**src/rtl/alu_wb_pkg.sv**
```systemverilog
// Shared definitions for the ALU writeback stage: condition codes, flag bit
// positions and the ARM condition evaluator.
package alu_wb_pkg;

  localparam logic [3:0] COND_EQ = 4'b0000;
  localparam logic [3:0] COND_NE = 4'b0001;
  localparam logic [3:0] COND_CS = 4'b0010;
  localparam logic [3:0] COND_CC = 4'b0011;
  localparam logic [3:0] COND_MI = 4'b0100;
  localparam logic [3:0] COND_PL = 4'b0101;
  localparam logic [3:0] COND_VS = 4'b0110;
  localparam logic [3:0] COND_VC = 4'b0111;
  localparam logic [3:0] COND_HI = 4'b1000;
  localparam logic [3:0] COND_LS = 4'b1001;
  localparam logic [3:0] COND_GE = 4'b1010;
  localparam logic [3:0] COND_LT = 4'b1011;
  localparam logic [3:0] COND_GT = 4'b1100;
  localparam logic [3:0] COND_LE = 4'b1101;
  localparam logic [3:0] COND_AL = 4'b1110;
  localparam logic [3:0] COND_NV = 4'b1111;

  localparam int FLAG_N = 3;
  localparam int FLAG_Z = 2;
  localparam int FLAG_C = 1;
  localparam int FLAG_V = 0;

  function automatic logic cond_eval(input logic [3:0] cond, input logic [3:0] nzcv);
    logic n;
    logic z;
    logic c;
    logic v;
    logic result;
    n = nzcv[FLAG_N];
    z = nzcv[FLAG_Z];
    c = nzcv[FLAG_C];
    v = nzcv[FLAG_V];
    case (cond)
      COND_EQ: result = z;
      COND_NE: result = !z;
      COND_CS: result = c;
      COND_CC: result = !c;
      COND_MI: result = n;
      COND_PL: result = !n;
      COND_VS: result = v;
      COND_VC: result = !v;
      COND_HI: result = c && !z;
      COND_LS: result = !c || z;
      COND_GE: result = (n == v);
      COND_LT: result = (n != v);
      COND_GT: result = !z && (n == v);
      COND_LE: result = z || (n != v);
      COND_AL: result = 1'b1;
      COND_NV: result = 1'b0;
      default: result = 1'b0;
    endcase
    return result;
  endfunction

endpackage

```
**src/rtl/wb_fifo.sv**
```systemverilog
// Small synchronous FIFO whose head entry is held in a register, so the
// consumer sees glitch-free, stable outputs.
module wb_fifo
  import alu_wb_pkg::*;
#(
  parameter int DEPTH = 2,
  parameter int W     = 36
) (
  input  logic                       clk,
  input  logic                       rst,
  input  logic                       push,
  input  logic [W-1:0]               push_data,
  input  logic                       pop,
  output logic [W-1:0]               head,
  output logic                       full,
  output logic                       empty,
  output logic [$clog2(DEPTH):0]     count
);

  localparam int PW = $clog2(DEPTH);
  localparam logic [PW:0] FULL_CNT = (PW+1)'(DEPTH);

  logic [W-1:0]  mem_r [DEPTH];
  logic [PW-1:0] wr_ptr_r;
  logic [PW-1:0] rd_ptr_r;
  logic [PW:0]   count_r;
  logic [W-1:0]  head_r;

  logic          push_ok_s;
  logic          pop_ok_s;
  logic [PW-1:0] rd_ptr_next_s;
  logic [PW:0]   count_next_s;
  logic [W-1:0]  head_next_s;

  assign full      = (count_r == FULL_CNT);
  assign empty     = (count_r == {(PW+1){1'b0}});
  assign count     = count_r;
  assign head      = head_r;
  assign push_ok_s = push && !full;
  assign pop_ok_s  = pop && !empty;

  // Next read pointer, occupancy and head value after this edge's push/pop.
  always_comb begin
    rd_ptr_next_s = rd_ptr_r;
    count_next_s  = count_r;
    head_next_s   = head_r;
    if (pop_ok_s) begin
      rd_ptr_next_s = rd_ptr_r + PW'(1);
    end else begin
      rd_ptr_next_s = rd_ptr_r;
    end
    case ({push_ok_s, pop_ok_s})
      2'b10:   count_next_s = count_r + (PW+1)'(1);
      2'b01:   count_next_s = count_r - (PW+1)'(1);
      default: count_next_s = count_r;
    endcase
    // A push landing where the new read pointer points becomes the head at once.
    if (count_next_s == {(PW+1){1'b0}}) begin
      head_next_s = head_r;
    end else if (push_ok_s && (wr_ptr_r == rd_ptr_next_s)) begin
      head_next_s = push_data;
    end else begin
      head_next_s = mem_r[rd_ptr_next_s];
    end
  end

  // Storage, pointers, occupancy and registered head.
  always_ff @(posedge clk or posedge rst) begin
    if (rst) begin
      for (int i = 0; i < DEPTH; i++) begin
        mem_r[i] <= {W{1'b0}};
      end
      wr_ptr_r <= {PW{1'b0}};
      rd_ptr_r <= {PW{1'b0}};
      count_r  <= {(PW+1){1'b0}};
      head_r   <= {W{1'b0}};
    end else begin
      if (push_ok_s) begin
        mem_r[wr_ptr_r] <= push_data;
        wr_ptr_r        <= wr_ptr_r + PW'(1);
      end
      rd_ptr_r <= rd_ptr_next_s;
      count_r  <= count_next_s;
      head_r   <= head_next_s;
    end
  end

endmodule

```
**src/rtl/alu_writeback.sv**
```systemverilog
// ALU writeback: condition check, flag update and buffered register-file write.
// Optional macro ALU_WB_PCLOAD_EN adds a pc_load/pc_value pulse on r15 writes.
module alu_writeback
  import alu_wb_pkg::*;
#(
  parameter int DW    = 32,
  parameter int AW    = 4,
  parameter int DEPTH = 2,
  parameter int CW    = 16
) (
  input  logic          clk,
  input  logic          rst,
  input  logic          in_valid,
  output logic          in_ready,
  input  logic [3:0]    cond,
  input  logic          s_bit,
  input  logic [AW-1:0] rd_addr,
  input  logic          wr_en,
  input  logic [DW-1:0] F,
  input  logic [3:0]    nzcv_alu,
  output logic [3:0]    nzcv,
  output logic          cond_pass,
  output logic          rf_we,
  output logic [AW-1:0] rf_addr,
  output logic [DW-1:0] rf_data,
  input  logic          rf_ack,
  output logic [CW-1:0] retired_cnt,
  output logic [CW-1:0] skipped_cnt
`ifdef ALU_WB_PCLOAD_EN
  ,
  output logic          pc_load,
  output logic [DW-1:0] pc_value
`endif
);

  localparam int PW = $clog2(DEPTH);
  localparam logic [PW:0] FULL_CNT = (PW+1)'(DEPTH);

  logic [3:0]       nzcv_r;
  logic [CW-1:0]    retired_cnt_r;
  logic [CW-1:0]    skipped_cnt_r;
  logic             accept_s;
  logic             pass_s;
  logic             push_s;
  logic             pop_s;
  logic             fifo_full_s;
  logic             fifo_empty_s;
  logic [PW:0]      fifo_count_s;
  logic [AW+DW-1:0] head_s;

  // Ready comes only from registered occupancy: no path from rf_ack to the ALU.
  assign in_ready  = (fifo_count_s < FULL_CNT);
  assign accept_s  = in_valid && in_ready;
  assign pass_s    = cond_eval(cond, nzcv_r);
  assign cond_pass = pass_s;
  assign push_s    = accept_s && pass_s && wr_en && !fifo_full_s;
  assign pop_s     = rf_ack && !fifo_empty_s;

  wb_fifo #(
    .DEPTH (DEPTH),
    .W     (AW + DW)
  ) u_fifo (
    .clk       (clk),
    .rst       (rst),
    .push      (push_s),
    .push_data ({rd_addr, F}),
    .pop       (pop_s),
    .head      (head_s),
    .full      (fifo_full_s),
    .empty     (fifo_empty_s),
    .count     (fifo_count_s)
  );

  assign rf_we              = !fifo_empty_s;
  assign {rf_addr, rf_data} = head_s;
  assign nzcv               = nzcv_r;
  assign retired_cnt        = retired_cnt_r;
  assign skipped_cnt        = skipped_cnt_r;

  // Architectural flags and retire/skip statistics, updated per transfer.
  always_ff @(posedge clk or posedge rst) begin
    if (rst) begin
      nzcv_r        <= 4'b0000;
      retired_cnt_r <= {CW{1'b0}};
      skipped_cnt_r <= {CW{1'b0}};
    end else if (accept_s) begin
      if (pass_s) begin
        if (s_bit) begin
          nzcv_r <= nzcv_alu;
        end
        retired_cnt_r <= retired_cnt_r + CW'(1);
      end else begin
        skipped_cnt_r <= skipped_cnt_r + CW'(1);
      end
    end
  end

`ifdef ALU_WB_PCLOAD_EN
  localparam logic [AW-1:0] PC_ADDR = AW'(15);

  logic          pc_load_r;
  logic [DW-1:0] pc_value_r;

  assign pc_load  = pc_load_r;
  assign pc_value = pc_value_r;

  // One-cycle pulse after an acknowledged r15 write, carrying its data.
  always_ff @(posedge clk or posedge rst) begin
    if (rst) begin
      pc_load_r  <= 1'b0;
      pc_value_r <= {DW{1'b0}};
    end else begin
      pc_load_r <= pop_s && (rf_addr == PC_ADDR);
      if (pop_s && (rf_addr == PC_ADDR)) begin
        pc_value_r <= rf_data;
      end
    end
  end
`endif

endmodule

```
**config.mk**
```make
export PLATFORM = sky130hd
export DESIGN_NAME = alu_writeback
export DESIGN_NICKNAME = d
export VERILOG_FILES = /design/src/rtl/alu_wb_pkg.sv /design/src/rtl/wb_fifo.sv /design/src/rtl/alu_writeback.sv
export SDC_FILE = /design/constraint.sdc
export NUM_CORES = 1
export LEC_CHECK = 0
export CAP_MARGIN = 5
export CORE_UTILIZATION = 50
export DETAILED_ROUTE_END_ITERATION = 8
export PLACE_DENSITY = 0.76
export SYNTH_ARGS = -nofsm -noshare
export SYNTH_HDL_FRONTEND = slang
export SYNTH_SLANG_ARGS = --single-unit
```
**constraint.sdc**
```tcl
create_clock -name clk -period 5.6 [get_ports clk]
set_clock_uncertainty 0.15 [all_clocks]
set_input_delay 1.12 -clock clk [delete_from_list [all_inputs] [get_ports clk]]
set_output_delay 1.12 -clock clk [all_outputs]
set_load 0.01 [all_outputs]
```
After elaboration in Yosys (flattened, before gate mapping)
Cells that the tools add are included.

Flip-flop bits (word level): 148. Input bits: 50. Logic and storage cells: 78.

Add/subtract/negate cells: 6. $lt $le $gt $ge: 4. Equality and inequality tests: 21. Muxes and demuxes: 10. Bitwise operators: 3. Reductions and logical operators: 25.

Operator list (number): $mux 36 (5); $bwmux 72 (1); $demux 36 s1 (1); $add 16x1->16 const B (2); $eq 4x4->1 const B (8); $eq 4x3->1 const B (4); $pmux 1 s16 (1); $logic_and 1x1->1 (11); $eq 4x2->1 const B (2); $logic_not 1->1 (6); $eq 2x2->1 const B (2); $eq 4x1->1 const B (1); $ge 2x2->1 const B (2); $logic_not 2->1 (2); $logic_not 4->1 (1); $not 1->2 (2); $pmux 2 s2 (1); $reduce_and 2->1 (2); $reduce_and 3->1 (1); $add 1x1->1 const B (2); $add 2x1->2 const B (1); $eq 1x1->1 (2); $eq 2x1->1 const B (1); $logic_or 1x1->1 (2); 6 further kinds (6).

Depth between registers and ports, before layout
Gate-level depths: netlist (run 1).

Depth in word-level cells: 10. Gate-level depth with buffers: 17.

Hierarchy
Synthesis (run 1) repeated with hierarchy kept, for this count alone.

Cell total of the unflattened synthesis: 661. Area, all modules: 7382.1 um^2.

By module, submodules not included: wb_fifo (times used 1, cells an instance 475, area an instance 5402.7 um^2, sequential area each 2802.7 um^2); alu_writeback (times used 1, cells an instance 186, area an instance 1979.4 um^2, sequential area each 900.9 um^2).

Worst setup path after synthesis (run 1)
Ideal clock, no wire load.

Path type: input-to-reg. From: in cond[0]. To: reg u_fifo.head_r[0], in the netlist u_fifo.head[0]. Setup time: 0.104 ns. Arrival time: 3.905 ns. Setup slack: 1.442 ns. Cell stages on the path: 16. Cells stage by stage: buf_4 > xnor2_1 > a221o_1 > a21oi_2 > a22o_2 > buf_6 > buf_2 > nand2_1 > ha_1 > nor2_1 > a22o_1 > clkbuf_1 > clkbuf_1 > clkbuf_1 > nand2_1 > o311ai_1.

Cells in the longest elaborated chain, start to end: 9. Elaborated cells between the ends (all ways): 27. Classes of those cells: 17 x eq/ne; 3 x mux; 7 x reduce/logical.

RTL lines: from (decl) (line alu_writeback.sv:15) `input logic [3:0] cond,`; $eq 4x4->1 (tied with other cells) (line alu_wb_pkg.sv:37) `case (cond)`; $pmux 1 s16 * (line alu_wb_pkg.sv:37); $logic_and 1x1->1 * (3 in a row) (line alu_writeback.sv:56) `assign push_s = accept_s && pass_s && wr_en && !fifo_full_s;`; $logic_and 1x1->1 * (line wb_fifo.sv:39) `assign push_ok_s = push && !full;`; $eq 2x1->1 or $eq 2x2->1 (tied branches) (line wb_fifo.sv:52) `case ({push_ok_s, pop_ok_s})`; $pmux 2 s2 (line wb_fifo.sv:52); $logic_not 2->1 (line wb_fifo.sv:58) `if (count_next_s == {(PW+1){1'b0}}) begin`; to (signal assigned) (line wb_fifo.sv:76) `head_r <= {W{1'b0}};`; to (signal assigned) (line wb_fifo.sv:84) `head_r <= head_next_s;`; to (decl) (line wb_fifo.sv:27) `logic [W-1:0] head_r;`.

Every way passes the cells marked *; elsewhere a longest branch is shown, timed or not. A chain may end at the register's enable or synchronous reset.

Worst setup path in the final report (run 1)
From: in cond[3]. To: out cond_pass.

Cells in the longest elaborated chain, start to end: 2. Elaborated cells between the ends (all ways): 17. Classes of those cells: 15 x eq/ne; 1 x mux; 1 x reduce/logical.

RTL lines: $eq 4x4->1 (tied with other cells) (line alu_wb_pkg.sv:37); $pmux 1 s16 * (line alu_wb_pkg.sv:37); to (decl) (line alu_writeback.sv:22) `output logic cond_pass,`.

Marked as above.

==> flow_summary.ini, run 1 <==
[outcome]
status = finished, final reports clean

[grt]
grt_pass1_wl_mm = 27.19
grt_pass1_vias = 5333
use_met2_pct = 37.46
grt_util_met3_pct = 5.466
grt_antenna_before_repair = 0
grt-busiest-layer = met2
met1_usage_pct = 31.91
grtUsageTotal_pct = 24.22
grt_overflow = 0
grt_max_degree = 68

[pwr]
vdd_drop_max_v = 0.0003206
internal_power_uw = 3354
p_comb_share_pct = 40.3
p_per_area_mw_per_mm2 = 568.1
p_sw_uw = 1709
clockPowerShare_pct = 23.4
power_switching_share_pct = 33.76
p_leak_uw = 0.003873
seqPwrFrac_pct = 36.3

[timing]
min_period_ns = 4.685
setup_tns_ns = 0
finalSetupViolCount = 0
fmax_mhz = 213.4
drv_slew = 0
maxSlewHeadroom_pct = 34.85
hold_violations = 0
fin_crit_sh_pct = 83.67
worst_slew_pin_slew_ns = 0.9773
grt_setup_unrepaired = no

[detailed_routing]
wl_per_cell_um = 18.65
avgViaCountPerCell = 5.879
vias = 5056
wl_mm = 16.04
drtIter0Drc = 398
route.detailed.drc = 0
ant_nets = 0
drt-pass1-iter-count = 5

[min_path]
worstHoldPathType = flip-flop to flip-flop
worstHoldStart = skipped_cnt[15]

[die]
io_pins = 125
die_h_um = 119.9
die_area_sq_mm = 0.01438
start_util_pct = 51.88
rows = 42
die_w_um = 119.9
core_sq_mm = 0.01340

[yosys]
yosysUniqueCellTypes = 38
netlist_area_sq_mm = 0.006952
synth_area_leader_cell = dfrtp_1
yosys_warnings = 0
synth_seq_cells = 148
syn_inst = 562
avgSynthCellArea_sq_um = 12.37
synthTopCellsByArea = dfrtp_1 53%, mux2_2 7.8%, mux2_4 6.5%
synth_nets = 615
ys_seq_area_share_pct = 53.28
synth.top_cell.area_share_pct = 53.28

[layout]
stdcell_area_sq_mm = 0.008912
layout.nets = 724
antenna_cells = 0
drive_gt1_share_pct = 19.59
area_growth_pct = 28.20

[worst_setup_path]
r2r_slack_ns = 2.27
critical_path.max_stage_delay_ns = 0.63
path_delay_family = buffers and inverters
critPathRequiredTime_ns = 4.33
cp_cell_sequence = clkdlybuf4s50_1, or2_2, a221o_1, a21oi_2, a21o_1, clkdlybuf4s50_1
cp_common_cell = clkdlybuf4s50_1
setup.worst_path.class = primary input to primary output
crit_path_end_kind = primary output
startpoint = cond[3]
reg2reg_depth = 7
critPathSlowestCell = clkdlybuf4s50_1
start_kind = primary input
crit_end = cond_pass
r2r-end = u_fifo.head[13]
worst_ep_arrival_time_ns = 3.42
path_depth = 6
r2r-start = u_fifo.count[1]
crit_buf_inv = 2
crit_fanout = 16

[clock_network]
cts_resized = 0
cts_max_path_buffers = 2
clk_pin_slew_ns = 0.06
clkLatencyLatePin_ns = 0.42
ctsHoldBuffers = 0
postCtsSetupBuffers = 0
htreeDepth = 4
clk_root_buffer_cell = clkbuf_16
tritoncts = yes
numClockSinks = 148
cts_buffers = 17

[placement]
dpl-instance-area_sq_mm = 0.008290
portBuffers = 124
gp_congestion = 0.8197
dp_hpwl_mm = 9.969

[run]
drv_cap = 0
## sequential cells by signal, summed over array words and instances (netlist names)
| name | count |
|---|---|
| u_fifo.wr_ptr_r | 1 |
| retired_cnt | 16 |
| u_fifo.head | 36 |
| nzcv | 4 |
| u_fifo.mem_r | 72 |
| u_fifo.rd_ptr_r | 1 |
| u_fifo.count | 2 |
| skipped_cnt | 16 |
## layout by cell type, fill, tap and decap left out, drive strengths merged
master and instances:
o21ai 1, o211ai 6, nand3 17, and3b 2, mux2i 35, bufinv 3
and3 8, inv 7, nor2b 2, nor2 11, nor3 9, xor2 17
o311ai 33, and2 3, o22ai 1, nand4 44, a22o 2, nor4 5
clkinv 6, a21oi 1, xnor2 24, nand2 50, clkdlybuf4s50 124, clkbuf 23
mux2 78, ha 3, a22oi 1, or2 6, a21o 1, o21ba 1
buf 10, dfrtp 148, a221o 1, nor3b 1
## how the worst min path moves through the flow
stage / to / slack (ns) / cells after the start
after floorplan: u_fifo.mem_r[10] / 0.32 / 1
after global placement: skipped_cnt[15] / 0.31 / 1
after detailed placement: skipped_cnt[15] / 0.31 / 1
after CTS: skipped_cnt[15] / 0.32 / 1
after global routing: u_fifo.mem_r[3] / 0.36 / 1
final: skipped_cnt[15] / 0.32 / 1
## final cells by class
type	count	area, sq um
clock inverter	9	123.9
sequential	148	3704
inverter	7	31.28
multi-input combinational	363	2994
tap	176	220.2
timing repair buffer	134	1341
fill	976	4488
clock buffer	23	498.0
## cell families after synthesis
logic type	Yosys count	share of synthesized area [%]
muxes	113	19.29
xor gates and xnor gates	41	5.166
buffers and inverters	51	4.032
DFF	148	53.28
and+or+nand+nor	158	11.83
AOI/OAI and AO/OA	48	5.868
adders and majority gates	3	0.5400
## stage by stage
stage | std cells | total power, uW | setup WS (ns) | hold slack [ns] | util [%]
floorplan | 562 | 3113 | 0.3503 | 0.3236 | -
global placement | 828 | 3790 | 0.9691 | 0.3054 | 61.87
detailed placement | 828 | 3877 | 0.9355 | 0.3117 | 61.87
CTS | 860 | 5084 | 0.9282 | 0.3233 | 66.51
global route | 860 | 5356 | 0.8050 | 0.3616 | 66.51
finish | 860 | 5063 | 0.9147 | 0.3234 | 66.51
## worst register-to-register path, stage by stage (launching register included)
cell and delay [ns]:
dfrtp_1 0.44, nor2b_1 0.49, and2_1 0.21, a22o_2 0.19
buf_4 0.56, and2_1 0.70, buf_12 0.25, o311ai_0 0.18
## power groups by stage
stage,logic (uW),registers (uW),clock network (uW)
floorplan,1280,1830,0
global placement,1970,1820,0
detailed placement,2030,1850,0
CTS,2050,1830,1200
global route,2210,1890,1250
finish,2040,1840,1180
## metal layers
layer	part of all wire [%]	wire length, um	vias up
li1	-	-	2285
met1	43	6973	2547
met2	48	7653	179
met3	5.5	880	45
met4	3.3	530	0
met5	0	0	-
## Yosys cell counts (all sizes together)
| cell | instances |
|---|---|
| a21o | 1 |
| nor3 | 9 |
| a221o | 1 |
| o311ai | 33 |
| a21oi | 1 |
| nor4 | 5 |
| buf | 24 |
| xor2 | 17 |
| nor2 | 11 |
| mux2i | 35 |
| o21ba | 1 |
| dfrtp | 148 |
| nand3 | 17 |
| and3 | 8 |
| nor3b | 1 |
| a22o | 2 |
| and2 | 3 |
| xnor2 | 24 |
| o22ai | 1 |
| or2 | 6 |
| nor2b | 2 |
| clkbuf | 20 |
| o21ai | 1 |
| nand4 | 44 |
| and3b | 2 |
| o211ai | 6 |
| a22oi | 1 |
| ha | 3 |
| nand2 | 50 |
| inv | 7 |
| mux2 | 78 |
Note: power is estimated with default switching activity, not from simulation.
==> inputs of run 2 (changes only) <==
- clock period: 5.6 -> 4.4 ns (I/O delays scaled with it)
==> run 2 against run 1 <==
Net effect:
- sequential share of layout area shrank 0.17 points
- register-to-register slack got worse by 0.92 ns
- cell area rose by 0.41%
- via count is 0.16% higher
==> flow_summary.ini, run 2 (synthesized netlist as in run 1, its figures left out) <==
[outcome]
status = finished, final reports clean

[layout]
layout_commonest_cell = dfrtp_1
postLayoutCoreUtil_pct = 66.78
antenna_cells = 0
drive_gt1_share_pct = 19.97
area_growth_pct = 28.73
fillCellCount = 984
top_register = u_fifo.mem_r
layout.nets = 733
largest_register_ffs = 72
layout_common_cells = 148 x dfrtp_1, 124 x clkdlybuf4s50_1, 50 x nand2_1
stdcell_area_sq_mm = 0.008949

[timing]
worst_slew_pin_slew_ns = 0.7205
setup_tns_ns = 0
setup_ws_ns = 0.5387
fin_crit_sh_pct = 87.76
drv_slew = 0
fmax_mhz = 259.0
finalSetupViolCount = 0
grt_setup_unrepaired = no
maxSlewHeadroom_pct = 51.87
min_period_ns = 3.861
hold_violations = 0

[clock_network]
clkLatencyLatePin_ns = 0.42
ctsHoldBuffers = 0
numClockSinks = 148
cts_buffers = 17
cts_max_path_buffers = 2
tritoncts = yes
clk_pin_slew_ns = 0.05
postCtsSetupBuffers = 0
clk_root_buffer_cell = clkbuf_16
htreeDepth = 4
cts_resized = 0

[pwr]
p_per_area_mw_per_mm2 = 713.2
internal_power_uw = 4229
p_sw_uw = 2153
seqPwrFrac_pct = 36.8
total_power_uw = 6382
power_switching_share_pct = 33.73
p_leak_uw = 0.003895
p_comb_share_pct = 40.9
clockPowerShare_pct = 22.3
vdd_drop_max_v = 0.0003414

[worst_setup_path]
startpoint = cond[2]
crit_end = cond_pass
crit_fanout = 5
r2r-start = nzcv[1]
reg2reg_depth = 10
start_kind = primary input
r2r_slack_ns = 1.35
crit_path_end_kind = primary output
worst_ep_arrival_time_ns = 2.83
r2r-end = u_fifo.head[32]
critPathRequiredTime_ns = 3.37
setup.worst_path.class = primary input to primary output

[detailed_routing]
drtIter0Drc = 307
drt-pass1-iter-count = 4
avgViaCountPerCell = 5.841
route.detailed.drc = 0
wl_mm = 16.22
ant_nets = 0
wl_per_cell_um = 18.71
vias = 5064

[grt]
grt_overflow = 0
grt_pass1_wl_mm = 26.45
grt_max_degree = 52
grt_pass1_vias = 5139
grtUsageTotal_pct = 23.77
grt_antenna_before_repair = 1

[die]
rows = 42
core_sq_mm = 0.01340
io_pins = 125
die_area_sq_mm = 0.01438
die_h_um = 119.9
start_util_pct = 51.88
die_w_um = 119.9

[placement]
portBuffers = 124
dp_worst_setup_slack_ns = 0.2853
dpl-instance-area_sq_mm = 0.008369
gp_congestion = 0.8587
dp_hpwl_mm = 10.57

[min_path]
worstHoldPathType = flip-flop to flip-flop

[run]
drv_cap = 0
## run 2: cell count changes in the layout (fill, tap and decap cells not counted)
cell	before	now
clkbuf_1	1	4
clkinv_2	5	2
buf_12	2	3
clkinv_4	1	0
clkinvlp_4	0	1
bufinv_16	3	2
buf_4	8	16
inv_6	1	0
## run 2: power groups by stage
stage	sequential, uW	combinational (uW)	clock [uW]
floorplan	2330	1640	0
global placement	2320	2530	0
detailed placement	2360	2610	0
CTS	2350	2630	1440
global route	2420	2820	1500
finish	2350	2610	1420
## run 2: area by class of cell
type	instances	area (sq um)	share of cell area, %
flip-flops and latches	148	3704	41.39
repair buffers	143	1421	15.88
inverters	7	30.03	0.3356
clock buffers	26	509.2	5.691
multi-input cells	363	2994	33.46
clock inverters	4	70.07	0.7830
well taps	176	220.2	2.461
## run 2: through the flow
step / instances / hold WS [ns]
CTS: 867 / 0.3161
global placement: 837 / 0.3060
global route: 867 / 0.3647
detailed placement: 837 / 0.3063
finish: 867 / 0.3118
floorplan: 562 / 0.3236
## run 2: layer usage
metal	global-route usage (%)	wire, um
met1	32.45	7160
met2	36.75	7780
met3	5.846	1017
met4	8.672	265
met5	0	0
## run 2: worst min path at each step
stage / depth (start not counted) / startpoint / end
after floorplan: 1 / u_fifo.mem_r[10] / u_fifo.mem_r[10]
after global placement: 1 / skipped_cnt[15] / skipped_cnt[15]
after detailed placement: 1 / skipped_cnt[15] / skipped_cnt[15]
after CTS: 1 / skipped_cnt[15] / skipped_cnt[15]
after global routing: 2 / u_fifo.head[4] / u_fifo.head[4]
final: 1 / skipped_cnt[15] / skipped_cnt[15]
## run 2: worst max-delay path, cell delays in order
cell and delay [ns]:
clkdlybuf4s50_1 0.49, or2_2 0.32, a221o_1 0.28, a21oi_2 0.16, a21o_1 0.13, clkdlybuf4s50_1 0.58
